===== src/rtl/fifo_wr_arbiter_pkg.sv =====
// fifo_wr_arbiter_pkg
//   Shared definitions for the write-side FIFO arbiter: FSM state encoding,
//   default FIFO word width and producer index constants.
package fifo_wr_arbiter_pkg;

  localparam int DATA_WIDTH_DEF = 8;

  typedef enum logic [1:0] {
    IDLE    = 2'b00,
    SEND_LO = 2'b01,
    SEND_HI = 2'b10
  } state_t;

  // Producer indices: register-file read path and ALU result path.
  localparam logic REQ_RF  = 1'b0;
  localparam logic REQ_ALU = 1'b1;

endpackage


===== src/rtl/fifo_wr_arbiter.sv =====
// fifo_wr_arbiter
//   Shares the single async-FIFO write port between two producers. A granted
//   1- or 2-byte frame is latched into a hold register and written low byte
//   first, stalling on W_FULL. Frames are atomic; ties are broken round-robin.
//
// Ports
//   W_CLK                      write-domain clock
//   W_RST                      asynchronous active-low reset
//   REQ0_VLD/_DATA/_TWO/_ACK   producer 0 handshake, payload, length, capture pulse
//   REQ1_VLD/_DATA/_TWO/_ACK   producer 1, same as producer 0
//   W_FULL                     registered FIFO full flag
//   WR_DATA                    FIFO write data
//   W_INC                      FIFO write strobe
//   BUSY                       high whenever a frame is in flight
//
// state   | meaning
// --------+-----------------------------------------------------------
// IDLE    | no frame held; sample requests and grant one
// SEND_LO | writing hold low byte; stalls while W_FULL
// SEND_HI | writing hold high byte (2-byte frames only); stalls on W_FULL
module fifo_wr_arbiter
  import fifo_wr_arbiter_pkg::*;
#(
  parameter int DATA_WIDTH = DATA_WIDTH_DEF
) (
  input  logic                    W_CLK,
  input  logic                    W_RST,
  input  logic                    REQ0_VLD,
  input  logic [2*DATA_WIDTH-1:0] REQ0_DATA,
  input  logic                    REQ0_TWO,
  output logic                    REQ0_ACK,
  input  logic                    REQ1_VLD,
  input  logic [2*DATA_WIDTH-1:0] REQ1_DATA,
  input  logic                    REQ1_TWO,
  output logic                    REQ1_ACK,
  input  logic                    W_FULL,
  output logic [DATA_WIDTH-1:0]   WR_DATA,
  output logic                    W_INC,
  output logic                    BUSY
);

  state_t                  state;
  logic [2*DATA_WIDTH-1:0] hold;
  logic                    hold_two;
  logic                    last_grant;
  logic                    pick;

  // Producer 0 wins when it is alone, or on a tie when producer 1 went last.
  always_comb begin
    pick = REQ_ALU;
    if (REQ0_VLD && (!REQ1_VLD || last_grant == REQ_ALU)) pick = REQ_RF;
  end

  always_ff @(posedge W_CLK or negedge W_RST) begin
    if (!W_RST) begin
      state      <= IDLE;
      hold       <= '0;
      hold_two   <= 1'b0;
      last_grant <= REQ_ALU;
      REQ0_ACK   <= 1'b0;
      REQ1_ACK   <= 1'b0;
    end else begin
      REQ0_ACK <= 1'b0;
      REQ1_ACK <= 1'b0;
      unique case (state)
        IDLE: begin
          if (REQ0_VLD || REQ1_VLD) begin
            if (pick == REQ_RF) begin
              hold     <= REQ0_DATA;
              hold_two <= REQ0_TWO;
              REQ0_ACK <= 1'b1;
            end else begin
              hold     <= REQ1_DATA;
              hold_two <= REQ1_TWO;
              REQ1_ACK <= 1'b1;
            end
            last_grant <= pick;
            state      <= SEND_LO;
          end
        end
        SEND_LO: begin
          if (!W_FULL) state <= hold_two ? SEND_HI : IDLE;
        end
        SEND_HI: begin
          if (!W_FULL) state <= IDLE;
        end
        default: state <= IDLE;
      endcase
    end
  end

  // Data comes straight from hold, so it stays stable across a stall.
  always_comb begin
    WR_DATA = '0;
    W_INC   = 1'b0;
    unique case (state)
      SEND_LO: begin
        WR_DATA = hold[DATA_WIDTH-1:0];
        W_INC   = ~W_FULL;
      end
      SEND_HI: begin
        WR_DATA = hold[2*DATA_WIDTH-1:DATA_WIDTH];
        W_INC   = ~W_FULL;
      end
      default: begin
        WR_DATA = '0;
        W_INC   = 1'b0;
      end
    endcase
  end

  assign BUSY = (state != IDLE);

endmodule


===== config.mk =====
export PLATFORM = sky130hd
export DESIGN_NAME = fifo_wr_arbiter
export DESIGN_NICKNAME = d
export VERILOG_FILES = /design/src/rtl/fifo_wr_arbiter_pkg.sv /design/src/rtl/fifo_wr_arbiter.sv
export SDC_FILE = /design/constraint.sdc
export NUM_CORES = 1
export LEC_CHECK = 0
export ABC_AREA = 1
export CORE_MARGIN = 2
export CORE_UTILIZATION = 40
export CTS_BUF_LIST = sky130_fd_sc_hd__clkbuf_8
export DETAILED_ROUTE_END_ITERATION = 6
export GPL_TIMING_DRIVEN = 1
export PLACE_DENSITY = 0.69
export SLEW_MARGIN = 20
export SYNTH_ARGS = -nofsm -noshare
export SYNTH_HDL_FRONTEND = slang
export SYNTH_SLANG_ARGS = --single-unit

===== constraint.sdc =====
create_clock -name W_CLK -period 3.4 [get_ports W_CLK]
set_input_delay 0.68 -clock W_CLK [delete_from_list [all_inputs] [get_ports W_CLK]]
set_output_delay 0.68 -clock W_CLK [all_outputs]
set_load 0.01 [all_outputs]

==> metrics.cfg <==
[synthesis]
synthAdderAreaFrac_pct=3.58
synth_top_family_by_area=simple AND/OR/NAND/NOR gates
syn_inst=204
synth_compound_area_share_pct=3.85
ys_warn_count=0
netlist-cell-type-count=21
ys_seq_elements=22
avgSynthCellArea_um2=6.85
synth_fp_nets=247
synth-seq-area-share_pct=39.5
synth_simple_gate_area_share_pct=37.4
synthMuxAreaShare_pct=0
synth_xor_area_share_pct=0
netlist_area_mm2=0.00140

[layout]
area_growth_pct=39.1
layout_commonest_cell=nand2_1
fin_util_pct=58.3
layout_common_cells=76 x nand2_1, 49 x clkdlybuf4s50_1, 41 x inv_1
finalNetCount=295
num_antenna_cells=0
drive_gt1_share_pct=4.78

[routing]
routedWlPerCell_um=10.7
drt_iter0_drc=46
dr.pass1.iters=4
drc=0
via_count=1344
drtAntennaViolNets=0
viasPerCell=4.53
drt_wl_total_um=3170

[critical_path]
endpoint_kind=primary output
r2r_start=state[1]$_DFFE_PN0P_
cp_data_arrival_time_ns=2.06
critPathMaxFanout=9
endpoint=WR_DATA[1]
startpoint=state[1]$_DFFE_PN0P_
startpoint_type=flip-flop
r2r_end=state[0]$_DFFE_PN0P_
crit_type=reg -> out
r2r_setup_slack_ns=1.85
worstPathRequired_ns=2.72
r2r_cells=6

[global_routing]
grt_pass1_wl_um=5650
grt_pass1_vias=1287
antenna_found_initial=0
grt_overflow=0
grt_max_degree=23
grtUsageTotal_pct=17.9

[die]
rows=21
die_w_um=63.1
start_util_pct=41.9
die_h_um=63.1
die_area_mm2=0.00398
ioPinCount=51
coreArea_mm2=0.00334

[clocking]
cts-buffers-inserted=3
cts_tree=built
cts_sinks=22
htree_levels=1
path_clk_slew_ns=0.08
clkLatencyLatePin_ns=0.26
cts-root-buf=clkbuf_8
ctsResizeCount=0
ctsHoldBuffers=0
post_cts_buffers=0
clockBufferDepth=2

[timing]
finalClockSkew_ns=0.00691
hold_violations=0
finalSetupTns_ns=0
fin_hold_ws_ns=0.373
fin_crit_ns=2.74
drv_slew=0
tightest_slew_ns=0.496
rsz0062_at_grt=no
fin_crit_sh_pct=80.5
postLayoutSetupSlackWorst_ns=0.665
relSlewSlack_pct=67.0
max_freq_ghz=0.366
finalSetupViolCount=0

[power_and_ir_drop]
power_mw=1.36
p_leak_nw=1.03
p_switching_mw=0.574
combPwrFrac_pct=53.6
peakVddDrop_mv=0.270
p_int_mw=0.782
powerDensity_mw_per_mm2=697
pwr-share-seq_pct=34.3
swShare_pct=42.3
pwr-share-clk_pct=12.0

[place]
gp_congestion=0.818
dp_slack_ns=0.971
portBuffers=50
hpwl_um=2350

[run]
cap_violations=0

[hold_path]
hp-class=in -> async

[run_status]
outcome=finished, final reports clean

state kept, by name, indices dropped and copies added (netlist names):
| register | count |
|---|---|
| hold | 16 |
| state | 2 |
| REQ0_ACK | 1 |
| REQ1_ACK | 1 |
| hold_two | 1 |
| last_grant | 1 |
power groups by stage:
stage	logic, mW	registers [mW]	clock network, mW
2_1_floorplan	0.487	0.454	0
3_3_place_gp	0.722	0.466	0
3_5_place_dp	0.739	0.469	0
4_1_cts	0.741	0.466	0.167
5_1_grt	0.830	0.481	0.179
6_report	0.727	0.466	0.163
through the flow:
stage	area [µm²]	std cells
after CTS	1950	297
final	1940	297
after floorplan	1400	204
after global routing	1940	297
after detailed placement	1900	293
after global placement	1900	293
layer usage:
| metal | up-vias | wire length [µm] | part of all wire [%] | track usage [%] |
|---|---|---|---|---|
| met4 | 0 | 49 | 1.5 | 6.67 |
| met2 | 38 | 1620 | 51 | 31.1 |
| li1 | 705 | - | - | - |
| met5 | - | 0 | 0 | 0 |
| met3 | 5 | 125 | 3.9 | 1.61 |
| met1 | 596 | 1380 | 43 | 23.1 |
cell usage after synthesis:
| library cell | n | area share (%) |
|---|---|---|
| nand2_1 | 76 | 20 |
| inv_1 | 40 | 11 |
| nand3_1 | 34 | 12 |
| dfrtp_1 | 21 | 38 |
| a21oi_1 | 8 | 2.9 |
| ha_1 | 4 | 3.6 |
| buf_6 | 3 | 2.4 |
| nor2_1 | 3 | 0.81 |
| buf_2 | 2 | 0.72 |
| clkbuf_1 | 2 | 0.54 |
| a21oi_2 | 1 | 0.63 |
| buf_4 | 1 | 0.54 |
| clkinv_1 | 1 | 0.27 |
| dfstp_2 | 1 | 1.9 |
| inv_4 | 1 | 0.45 |
| nand2_2 | 1 | 0.45 |
| nand2_4 | 1 | 0.81 |
| nand3b_1 | 1 | 0.54 |
| nor2_4 | 1 | 0.81 |
| nor2_8 | 1 | 1.4 |
| o21ai_0 | 1 | 0.36 |
cell type report:
cell class / count / area (µm²)
Fill cell: 356 / 1390
Tap cell: 46 / 57.6
Sequential cell: 22 / 552
Clock inverter: 1 / 3.75
Multi-Input combinational cell: 132 / 627
Timing Repair Buffer: 51 / 503
Inverter: 42 / 160
Clock buffer: 3 / 41.3
worst max-delay path: stages, from the launching register on:
cell and delay [ns]:
dfrtp_1 0.39, inv_1 0.09, ha_1 0.28, clkinv_1 0.23, a21oi_1 0.25, clkdlybuf4s50_1 0.57
kinds of logic (layout without fill, tap and decap cells):
group | Yosys count | after routing
flip-flops | 22 | 22
AND/OR/NAND/NOR | 118 | 118
adder cells (fa/ha/maj) | 4 | 4
buffers and inverters | 50 | 97
AO/OA/AOI/OAI | 10 | 10
worst min path at each step:
stage | start | to | cells after the start
floorplan | W_RST | REQ0_ACK$_DFF_PN0_ | 0
global placement | hold[5]$_DFFE_PN0P_ | hold[5]$_DFFE_PN0P_ | 2
detailed placement | hold[9]$_DFFE_PN0P_ | hold[9]$_DFFE_PN0P_ | 2
CTS | hold[9]$_DFFE_PN0P_ | hold[9]$_DFFE_PN0P_ | 2
global route | W_RST | hold[13]$_DFFE_PN0P_ | 1
finish | W_RST | hold[13]$_DFFE_PN0P_ | 1
Power figures use the tool's default switching activity.
